==> src/rtl/piece_sequencer.sv <==
// piece_sequencer: bag-fetch FSM feeding a circular piece FIFO,
// with head piece, pop handshake and 3-deep preview outputs.
module piece_sequencer #(
  parameter int DEPTH          = 14,
  parameter int REFILL_LEVEL   = 7,
  parameter int TIMEOUT_CYCLES = 1023
) (
  input  logic        clk,
  input  logic        reset,
  output logic        bag_newbag,
  input  logic        bag_ready,
  input  logic [20:0] bag_pieces,
  input  logic        flush,
  input  logic        piece_pop,
  output logic [2:0]  piece,
  output logic        piece_valid,
  output logic [8:0]  preview,
  output logic [1:0]  preview_count,
  output logic [3:0]  fill_level,
  output logic        bag_error
);

  localparam logic [3:0] LAST    = 4'(DEPTH - 1);
  localparam logic [3:0] FULL    = 4'(DEPTH);
  localparam logic [3:0] REFILL  = 4'(REFILL_LEVEL);
  localparam logic [9:0] TO_LAST = 10'(TIMEOUT_CYCLES - 1);

  typedef enum logic [2:0] {
    IDLE,
    REQ,
    WAIT_LO,
    WAIT_HI,
    LOAD
  } state_t;

  state_t      state;
  state_t      state_n;
  logic [2:0]  mem [DEPTH];
  logic [3:0]  head;
  logic [3:0]  tail;
  logic [3:0]  count;
  logic [20:0] shadow;
  logic [2:0]  idx;
  logic [9:0]  tcnt;
  logic        err;

  logic        cap;
  logic        ld;
  logic        tclr;
  logic        tinc;
  logic        err_set;
  logic        wr_en;
  logic        pop_en;
  logic [2:0]  ld_piece;
  logic [3:0]  p1;
  logic [3:0]  p2;
  logic [3:0]  p3;

  function automatic logic [3:0] nxt(input logic [3:0] p);
    return (p == LAST) ? 4'd0 : p + 4'd1;
  endfunction

  always_comb ld_piece = 3'(shadow >> (5'(idx) * 5'd3));

  // code 7 marks an unused bag slot and is never written
  assign wr_en  = ld && (ld_piece != 3'b111) && (count != FULL) && !flush;
  assign pop_en = piece_pop && piece_valid && !flush;

  always_comb begin
    state_n    = state;
    bag_newbag = 1'b0;
    cap        = 1'b0;
    ld         = 1'b0;
    tclr       = 1'b0;
    tinc       = 1'b0;
    err_set    = 1'b0;
    unique case (state)
      IDLE: begin
        if (count <= REFILL && !err && !flush)
          state_n = REQ;
      end
      REQ: begin
        bag_newbag = 1'b1;
        tclr       = 1'b1;
        state_n    = WAIT_LO;
      end
      WAIT_LO: begin
        if (tcnt == TO_LAST) begin
          err_set = 1'b1;
          state_n = IDLE;
        end else begin
          tinc = 1'b1;
          if (!bag_ready)
            state_n = WAIT_HI;
        end
      end
      WAIT_HI: begin
        if (bag_ready) begin
          cap     = 1'b1;
          state_n = LOAD;
        end else if (tcnt == TO_LAST) begin
          err_set = 1'b1;
          state_n = IDLE;
        end else begin
          tinc = 1'b1;
        end
      end
      LOAD: begin
        ld = 1'b1;
        if (idx == 3'd6)
          state_n = IDLE;
      end
      default: state_n = IDLE;
    endcase
    if (flush)
      state_n = IDLE;
  end

  always_ff @(posedge clk or posedge reset) begin
    if (reset)
      state <= IDLE;
    else
      state <= state_n;
  end

  always_ff @(posedge clk or posedge reset) begin
    if (reset) begin
      head   <= 4'd0;
      tail   <= 4'd0;
      count  <= 4'd0;
      shadow <= 21'd0;
      idx    <= 3'd0;
      tcnt   <= 10'd0;
      err    <= 1'b0;
    end else if (flush) begin
      head   <= 4'd0;
      tail   <= 4'd0;
      count  <= 4'd0;
      shadow <= 21'd0;
      idx    <= 3'd0;
      tcnt   <= 10'd0;
      err    <= 1'b0;
    end else begin
      if (cap) begin
        shadow <= bag_pieces;
        idx    <= 3'd0;
      end else if (ld) begin
        idx <= idx + 3'd1;
      end
      if (tclr)
        tcnt <= 10'd0;
      else if (tinc)
        tcnt <= tcnt + 10'd1;
      if (err_set)
        err <= 1'b1;
      if (wr_en)
        tail <= nxt(tail);
      if (pop_en)
        head <= nxt(head);
      unique case ({wr_en, pop_en})
        2'b10:   count <= count + 4'd1;
        2'b01:   count <= count - 4'd1;
        default: count <= count;
      endcase
    end
  end

  always_ff @(posedge clk) begin
    if (wr_en)
      mem[tail] <= ld_piece;
  end

  assign p1 = nxt(head);
  assign p2 = nxt(p1);
  assign p3 = nxt(p2);

  assign piece_valid = (count != 4'd0);
  assign piece       = piece_valid ? mem[head] : 3'd0;
  assign fill_level  = count;
  assign bag_error   = err;

  always_comb begin
    preview       = 9'd0;
    preview_count = 2'd0;
    if (count >= 4'd2)
      preview[2:0] = mem[p1];
    if (count >= 4'd3)
      preview[5:3] = mem[p2];
    if (count >= 4'd4)
      preview[8:6] = mem[p3];
    if (count >= 4'd4)
      preview_count = 2'd3;
    else if (count != 4'd0)
      preview_count = 2'(count - 4'd1);
  end

endmodule

==> config.mk <==
export PLATFORM = sky130hd
export DESIGN_NAME = piece_sequencer
export DESIGN_NICKNAME = d
export VERILOG_FILES = /design/src/rtl/piece_sequencer.sv
export SDC_FILE = /design/constraint.sdc
export NUM_CORES = 1
export LEC_CHECK = 0
export ABC_AREA = 1
export CAP_MARGIN = 10
export CORE_UTILIZATION = 53
export CTS_CLUSTER_DIAMETER = 30
export DETAILED_ROUTE_END_ITERATION = 10
export HOLD_SLACK_MARGIN = 0.08
export PLACE_DENSITY = 0.77
export SLEW_MARGIN = 10
export SYNTH_ARGS = -nofsm -noshare
export SYNTH_HDL_FRONTEND = slang
export SYNTH_SLANG_ARGS = --single-unit
export TNS_END_PERCENT = 10
==> constraint.sdc <==
create_clock -name clk -period 2.94 [get_ports clk]
set_clock_uncertainty 0.05 [all_clocks]
set_input_delay 0.882 -clock clk [delete_from_list [all_inputs] [get_ports clk]]
set_output_delay 0.882 -clock clk [all_outputs]
set_load 0.05 [all_outputs]
==> key figures, run 1 <==
Final layout
  – Area taken by multi-input logic gates: 0.00280 sq mm
  – Area delta synth->final: 25.1%
  – Fin cells: 949
  – Share of cells above drive strength 1: 18.5%
  – Final antenna diode count: 0
  – Fillers: 848
  – FF+latch area: 0.00251 sq mm
  – Fin nets: 843

Route
  – 1st-iter DRT viols: 479
  – Vias/cell: 5.67
  – Via count: 5382
  – Drt pass-1 iters: 5
  – Detail Route Antenna Nets: 0
  – Routed WL: 15500 microns
  – Avg WL per Cell: 16.3 microns
  – DRC: 0

STA
  – Worst slew pin tran: 0.659 ns
  – Max Slew Vio Count: 0
  – Tmin final: 3.49 ns
  – Final worst slack: -0.551 ns
  – Hold Fails Final Rpt: 0
  – RSZ-0062 raised after global routing: yes
  – Period utilization: 119%
  – Hold_ws: 0.433 ns
  – Relative slew slack: 56.0%
  – Setup-failing EPs final: 12
  – Fmax: 0.286 GHz

Clock tree
  – Total CTS buffers: 9
  – H-tree levels: 3
  – Clk Latency, worst-skew pair: 0.37 ns
  – CTS tree: built
  – Hold buffer count at CTS: 0
  – Root buffer cell: clkbuf_8
  – Clk sinks: 92
  – Max Buffers Root-to-Sink: 2
  – Worst-path clk slew: 0.09 ns

Die
  – # rows: 37
  – Die Footprint: 0.0110 sq mm
  – Die height: 105 microns
  – Core area: 0.0103 sq mm
  – Top-level I/O count: 47
  – Die width: 105 microns
  – Starting density of the core: 54.5%

Synth
  – Most common cell in the netlist: nand2_1
  – Yosys top cell area share: 22.5%
  – Post-synth top flop: dfrtp_1
  – Top cells by count, synth: nand2_1, inv_1, o21ai_0
  – Syn Std Cell Area: 0.00560 sq mm
  – Syn Area/Cell: 7.73 sq um
  – Synth unique cells: 45
  – Synth Instances: 724
  – Yosys reg bits: 92
  – Area leader, netlist: edfxtp_1
  – Post-synth EDFFs: 42
  – Dominant cells by area after synthesis: edfxtp_1, dfrtp_1, nand2_1
  – Sequential cell area fraction in the yosys report: 44.9%
  – Mapped Nets: 759
  – Synth Warn #: 0
  – Asr flop ratio synth: 54.3%

Job
  – Number of max-cap violations: 0

Min path
  – Hold Path Class: flop to flop

Worst setup path
  – Crit path launch type: flop
  – CP Cell Sequence: inv_2 -> nand2_1 -> nand2_1 -> nand2_2 -> inv_2 -> ha_4 -> inv_4 -> o21ai_4 -> o21bai_4 -> buf_6 -> nand3_1 -> nand3_2 -> a21oi_2 -> nor3_4 -> buf_12
  – Worst-path maximum fanout: 6
  – Setup CP Type: flop to output pin
  – Crit. End Element: output pin
  – Worst Path Arrival: 2.56 ns
  – Required @ worst endpoint: 2.01 ns
  – Worst path top cell family by delay: simple AND/OR/NAND/NOR gates
  – Slowest stage cell, crit path: dfrtp_2
  – CP Buf/Inv Count: 5
  – Critical Path Max Stage Delay: 0.46 ns

Place
  – Port Buffers: 46
  – Detailed Place HPWL: 11600 microns
  – Placed insts: 927
  – GPL Wtd Cong: 0.972

Global routing
  – Largest net degree at the start of global routing: 53
  – All-Layer GR Usage: 29.2%
  – Vias in the first global route: 5010
  – GRT overflow: 0
  – First-pass GRT wire length: 25000 microns
  – Initial antenna violation count: 0

Power
  – Leak pwr: 3.07 nW
  – P per Cell Area: 907 mW/mm^2
  – Maximum VDD drop: 779 uV

Status
  – Violated checks: setup timing
  – Outcome: complete, but fails checks
-- final timing paths --
kind                             from          to  slack [ns]  cells after the start
setup / recovery              head[0]  preview[8]       -0.55                     15
hold / removal             shadow[11]  shadow[11]        0.43                      2
setup reg to reg               idx[0]   mem[0][2]        0.53                     12
hold reg to reg            shadow[11]  shadow[11]        0.43                      2
max in group asynchronous       reset  shadow[13]        1.34                      3
min in group asynchronous       reset     tail[2]        0.87                      2
-- power by group --
part,total [W],switching [W],internal (W)
registers,0.00150,0.0000729,0.00142
logic,0.00405,0.00246,0.00160
clock network,0.000799,0.000480,0.000319
-- metrics by stage --
step	total power, W	area (sq um)	setup slack, ns	util [%]	setup TNS, ns
6_report	0.00635	7000	-0.551	68.1	-4.26
5_1_grt	0.00667	7000	-0.652	68.1	-5.50
4_1_cts	0.00625	6960	-0.479	67.7	-3.90
3_5_place_dp	0.00520	6620	-0.223	64.4	-1.25
3_3_place_gp	0.00515	6620	-0.119	64.4	-0.560
2_1_floorplan	0.00379	5660	-0.452	-	-4.57
-- worst register-to-register path, stage by stage, from the launching register on --
cell and delay (ns):
dfrtp_1 0.62, inv_4 0.16, nand2_1 0.10, nand3_1 0.07
nand2_1 0.09, nand2_1 0.05, nand2_1 0.05, inv_1 0.05
nand3_2 0.10, nand3_2 0.14, inv_2 0.13, nand2_1 0.12
nor2_1 0.33
-- layout by cell type (no fill, tap or decap), types with 3 or more instances in the layout --
cell             synthesis  layout
a211oi_2                 0       3
nand2_2                  5       7
o21ai_0                 75      62
o211ai_1                 8       8
nand2_1                182     180
xnor2_1                  4       4
nand3_1                 70      67
inv_1                   76      71
nand4_1                  5       5
mux2i_2                  0       4
o22ai_1                  8       8
inv_4                    2       3
a21oi_1                 18      16
buf_4                    1      51
o31ai_1                  4       4
buf_12                   0      13
nor2_4                   1       3
buf_6                    2       5
edfxtp_1                42      42
ha_1                     9       7
clkbuf_8                 0       9
nand3_2                  3       6
o21ai_1                 11      21
mux2i_1                 10       5
clkdlybuf4s50_1          0      30
nor3_1                  12      12
a21oi_2                  1       3
xor2_1                   4       4
dfrtp_1                 50      49
inv_2                    7      11
nor2_1                  61      59
-- routing by layer --
metal / track usage [%] / share of wire [%]
met3: 4.62 / 6.9
met4: 8.95 / 1.7
met2: 45.5 / 46
met1: 41.9 / 45
met5: 0 / 0
-- cell families after synthesis --
family	count (synthesis)	share of synthesized area, %
and+or+nand+nor	351	27.5
AOI/OAI and AO/OA	140	14.2
buffers and inverters	114	8.38
DFF	92	44.9
muxes	10	1.79
adders and majority gates	9	2.01
xor gates and xnor gates	8	1.25
-- state kept, by name, indices dropped and copies added (netlist names) --
register / flops
tail: 4
tcnt: 10
idx: 3
state: 3
mem: 42
shadow: 21
bag_error: 1
head: 4
fill_level: 4
-- final cells by class --
type / instances / share of cell area, %
inverters: 87 / 4.79
multi-input cells: 519 / 40.0
clock buffers: 9 / 1.77
repair buffers: 99 / 14.3
flip-flops and latches: 92 / 35.9
clock inverters: 7 / 0.822
well taps: 136 / 2.43
-- repair_timing --
action,4_1_cts,5_1_grt
resized for setup,41,9
cloned,1,0
endpoints found under the setup margin,12,12
setup buffers,3,2
pin swaps,12,6
Note: power is estimated with default switching activity, not from simulation.
==> run 2: changes to the inputs <==
--- a/config.mk
+++ b/config.mk
@@ -9,8 +9,8 @@
 export CAP_MARGIN = 10
 export CORE_UTILIZATION = 53
-export CTS_CLUSTER_DIAMETER = 30
 export DETAILED_ROUTE_END_ITERATION = 10
 export HOLD_SLACK_MARGIN = 0.08
 export PLACE_DENSITY = 0.77
+export SKIP_LAST_GASP = 1
 export SLEW_MARGIN = 10
 export SYNTH_ARGS = -nofsm -noshare
--- a/constraint.sdc
+++ b/constraint.sdc
@@ -3,3 +3,3 @@
 set_input_delay 0.882 -clock clk [delete_from_list [all_inputs] [get_ports clk]]
 set_output_delay 0.882 -clock clk [all_outputs]
-set_load 0.05 [all_outputs]
+set_load 0.02 [all_outputs]
==> key figures, run 2 (synthesis results as in run 1) <==
Global routing
  – Vias in the first global route: 5243 (+4.7%)
  – First-pass GRT wire length: 25400 microns (+1.4%)
  – Initial antenna violation count: 0 (unchanged)
  – All-Layer GR Usage: 29.7% (+0.52 points)
  – Largest net degree at the start of global routing: 51 (-3.8%)
  – GRT overflow: 0 (unchanged)

Final layout
  – Fin nets: 879 (+4.3%)
  – Biggest register: mem
  – Commonest non-fill, non-tap cell in the layout: nand2_1
  – Final Util: 68.5% (+0.37 points)
  – Area delta synth->final: 25.7%
  – Biggest registers after layout: mem x42, shadow x21, tcnt x10
  – Largest register FFs: 42 (unchanged)
  – Design area: 0.00704 sq mm (+0.54%)
  – Final antenna diode count: 0 (unchanged)
  – Share of cells above drive strength 1: 19.8% (+1.3 points)
  – Most frequent cells in the layout: nand2_1, buf_4, o21ai_0, inv_1, nand3_1

Worst setup path
  – R2R depth: 7 (-5)
  – Critical Path Max Stage Delay: 0.47 ns (about the same)
  – Reg2Reg Launch Point: state[0]
  – Slowest stage cell, crit path: dfrtp_2
  – CP Buf/Inv Count: 4 (-1)
  – R2r setup slk: 0.56 ns (+0.03 ns)
  – Most common cell on crit path: nand2_2
  – CP Cell Sequence: inv_2 -> nand2_2 -> nand2_2 -> nand2_4 -> inv_4 -> ha_4 -> inv_4 -> o21ai_4 -> o21bai_4 -> nand2_2 -> a21oi_1 -> nor2_1 -> nor2_2 -> buf_2
  – Worst-path maximum fanout: 7 (+1)
  – Worst path top cell family by delay: simple AND/OR/NAND/NOR gates
  – Required @ worst endpoint: 2.01 ns (about the same)
  – Setup CP Type: flop to output pin
  – Worst Path Arrival: 2.40 ns (-0.16 ns)
  – CP startpoint: head[0]
  – Crit. End Element: output pin
  – Crit path depth: 14 (-1)
  – Crit path launch type: flop
  – End point of the critical path: preview[7]
  – RR Endpoint: mem[10][0]

STA
  – Period utilization: 113% (-5.5 points)
  – Worst slew pin tran: 0.648 ns (-0.0114 ns)
  – Tmin final: 3.33 ns (-0.161 ns)
  – Relative slew slack: 56.8% (+0.82 points)
  – Hold_ws: 0.436 ns (+0.00331 ns)
  – Final worst slack: -0.390 ns (+0.161 ns)
  – Max Slew Vio Count: 0 (unchanged)
  – Hold Fails Final Rpt: 0 (unchanged)
  – Fmax: 0.300 GHz (+4.8%)
  – RSZ-0062 raised after global routing: yes
  – Setup-failing EPs final: 14 (+2)

Route
  – Detail Route Antenna Nets: 0 (unchanged)
  – Routed WL: 15500 microns (about the same)
  – DRC: 0 (unchanged)
  – 1st-iter DRT viols: 416 (-13%)
  – Vias/cell: 5.45 (-3.8%)
  – Avg WL per Cell: 15.7 microns (-3.7%)
  – Drt pass-1 iters: 5 (unchanged)
  – Via count: 5372 (-0.19%)

Place
  – Port Buffers: 46 (unchanged)
  – Detailed Place HPWL: 12100 microns (+4.5%)
  – GPL Wtd Cong: 0.918 (-5.6%)
  – Post-DP Area: 0.00681 sq mm (+2.8%)

Clock tree
  – H-tree levels: 3 (unchanged)
  – Clk Latency, worst-skew pair: 0.37 ns (about the same)
  – CTS tree: built
  – Clk sinks: 92 (unchanged)
  – Root buffer cell: clkbuf_8
  – Hold buffer count at CTS: 0 (unchanged)
  – Worst-path clk slew: 0.09 ns (about the same)
  – Total CTS buffers: 9 (unchanged)
  – Max Buffers Root-to-Sink: 2 (unchanged)

Min path
  – Hold Path Class: flop to flop

Die
  – Top-level I/O count: 47 (unchanged)
  – Die Footprint: 0.0110 sq mm (unchanged)
  – # rows: 37 (unchanged)
  – Starting density of the core: 54.5% (unchanged)
  – Die height: 105 microns (unchanged)
  – Die width: 105 microns (unchanged)
  – Core area: 0.0103 sq mm (unchanged)

Status
  – Violated checks: setup timing
  – Outcome: complete, but fails checks

Power
  – Leak pwr: 3.16 nW (+2.8%)
  – Maximum VDD drop: 397 uV (-49%)
  – P per Cell Area: 775 mW/mm^2 (-15%)

Job
  – Number of max-cap violations: 0 (unchanged)
-- run 2: cell type report --
cell class	instances	area, sq um
fill	862	3240
tap	136	170
timing repair buffer	135	1130
clock inverter	7	60.1
sequential	92	2520
multi-input combinational	519	2700
inverter	87	338
clock buffer	9	124
-- run 2: through the flow --
stage | total power [W] | setup WS (ns) | setup TNS, ns | cells
floorplan | 0.00335 | -0.0225 | -0.0507 | 724
global placement | 0.00456 | -0.440 | -3.52 | 965
detailed placement | 0.00461 | -0.483 | -4.05 | 965
CTS | 0.00545 | -0.381 | -4.21 | 985
global route | 0.00583 | -0.556 | -6.32 | 985
finish | 0.00545 | -0.390 | -4.19 | 985
-- run 2: how the worst min path moves through the flow --
| stage | to | cells after the start | start |
|---|---|---|---|
| floorplan | shadow[11] | 2 | shadow[11] |
| global placement | shadow[20] | 2 | shadow[20] |
| detailed placement | shadow[11] | 2 | shadow[11] |
| CTS | shadow[11] | 2 | shadow[11] |
| global route | shadow[8] | 2 | shadow[8] |
| finish | shadow[11] | 2 | shadow[11] |
-- run 2: power breakdown --
| part | switching, W | total, W | leakage (nW) | internal (W) |
|---|---|---|---|---|
| Combinational | 0.00185 | 0.00317 | 2.00 | 0.00132 |
| Clock | 0.000479 | 0.000800 | 0.0897 | 0.000321 |
| Sequential | 0.0000597 | 0.00148 | 1.07 | 0.00142 |
-- run 2: per-layer routing --
| metal | GRT usage [%] | part of all wire, % |
|---|---|---|
| met2 | 46.8 | 46 |
| met4 | 10.7 | 2.2 |
| met5 | 0 | 0 |
| met3 | 5.61 | 7.1 |
| met1 | 41.0 | 45 |
-- run 2: timing repair --
action / 4_1_cts / 5_1_grt
cloned: 1 / 0
endpoints found under the setup margin: 15 / 15
pin swaps: 6 / 0
setup buffers: 3 / 0
gates resized for setup: 55 / 1
-- run 2: worst min-delay path, cell delays in order (launching register included) --
cell	delay (ns)
dfrtp_1	0.36
nand2_1	0.06
nand2_1	0.05
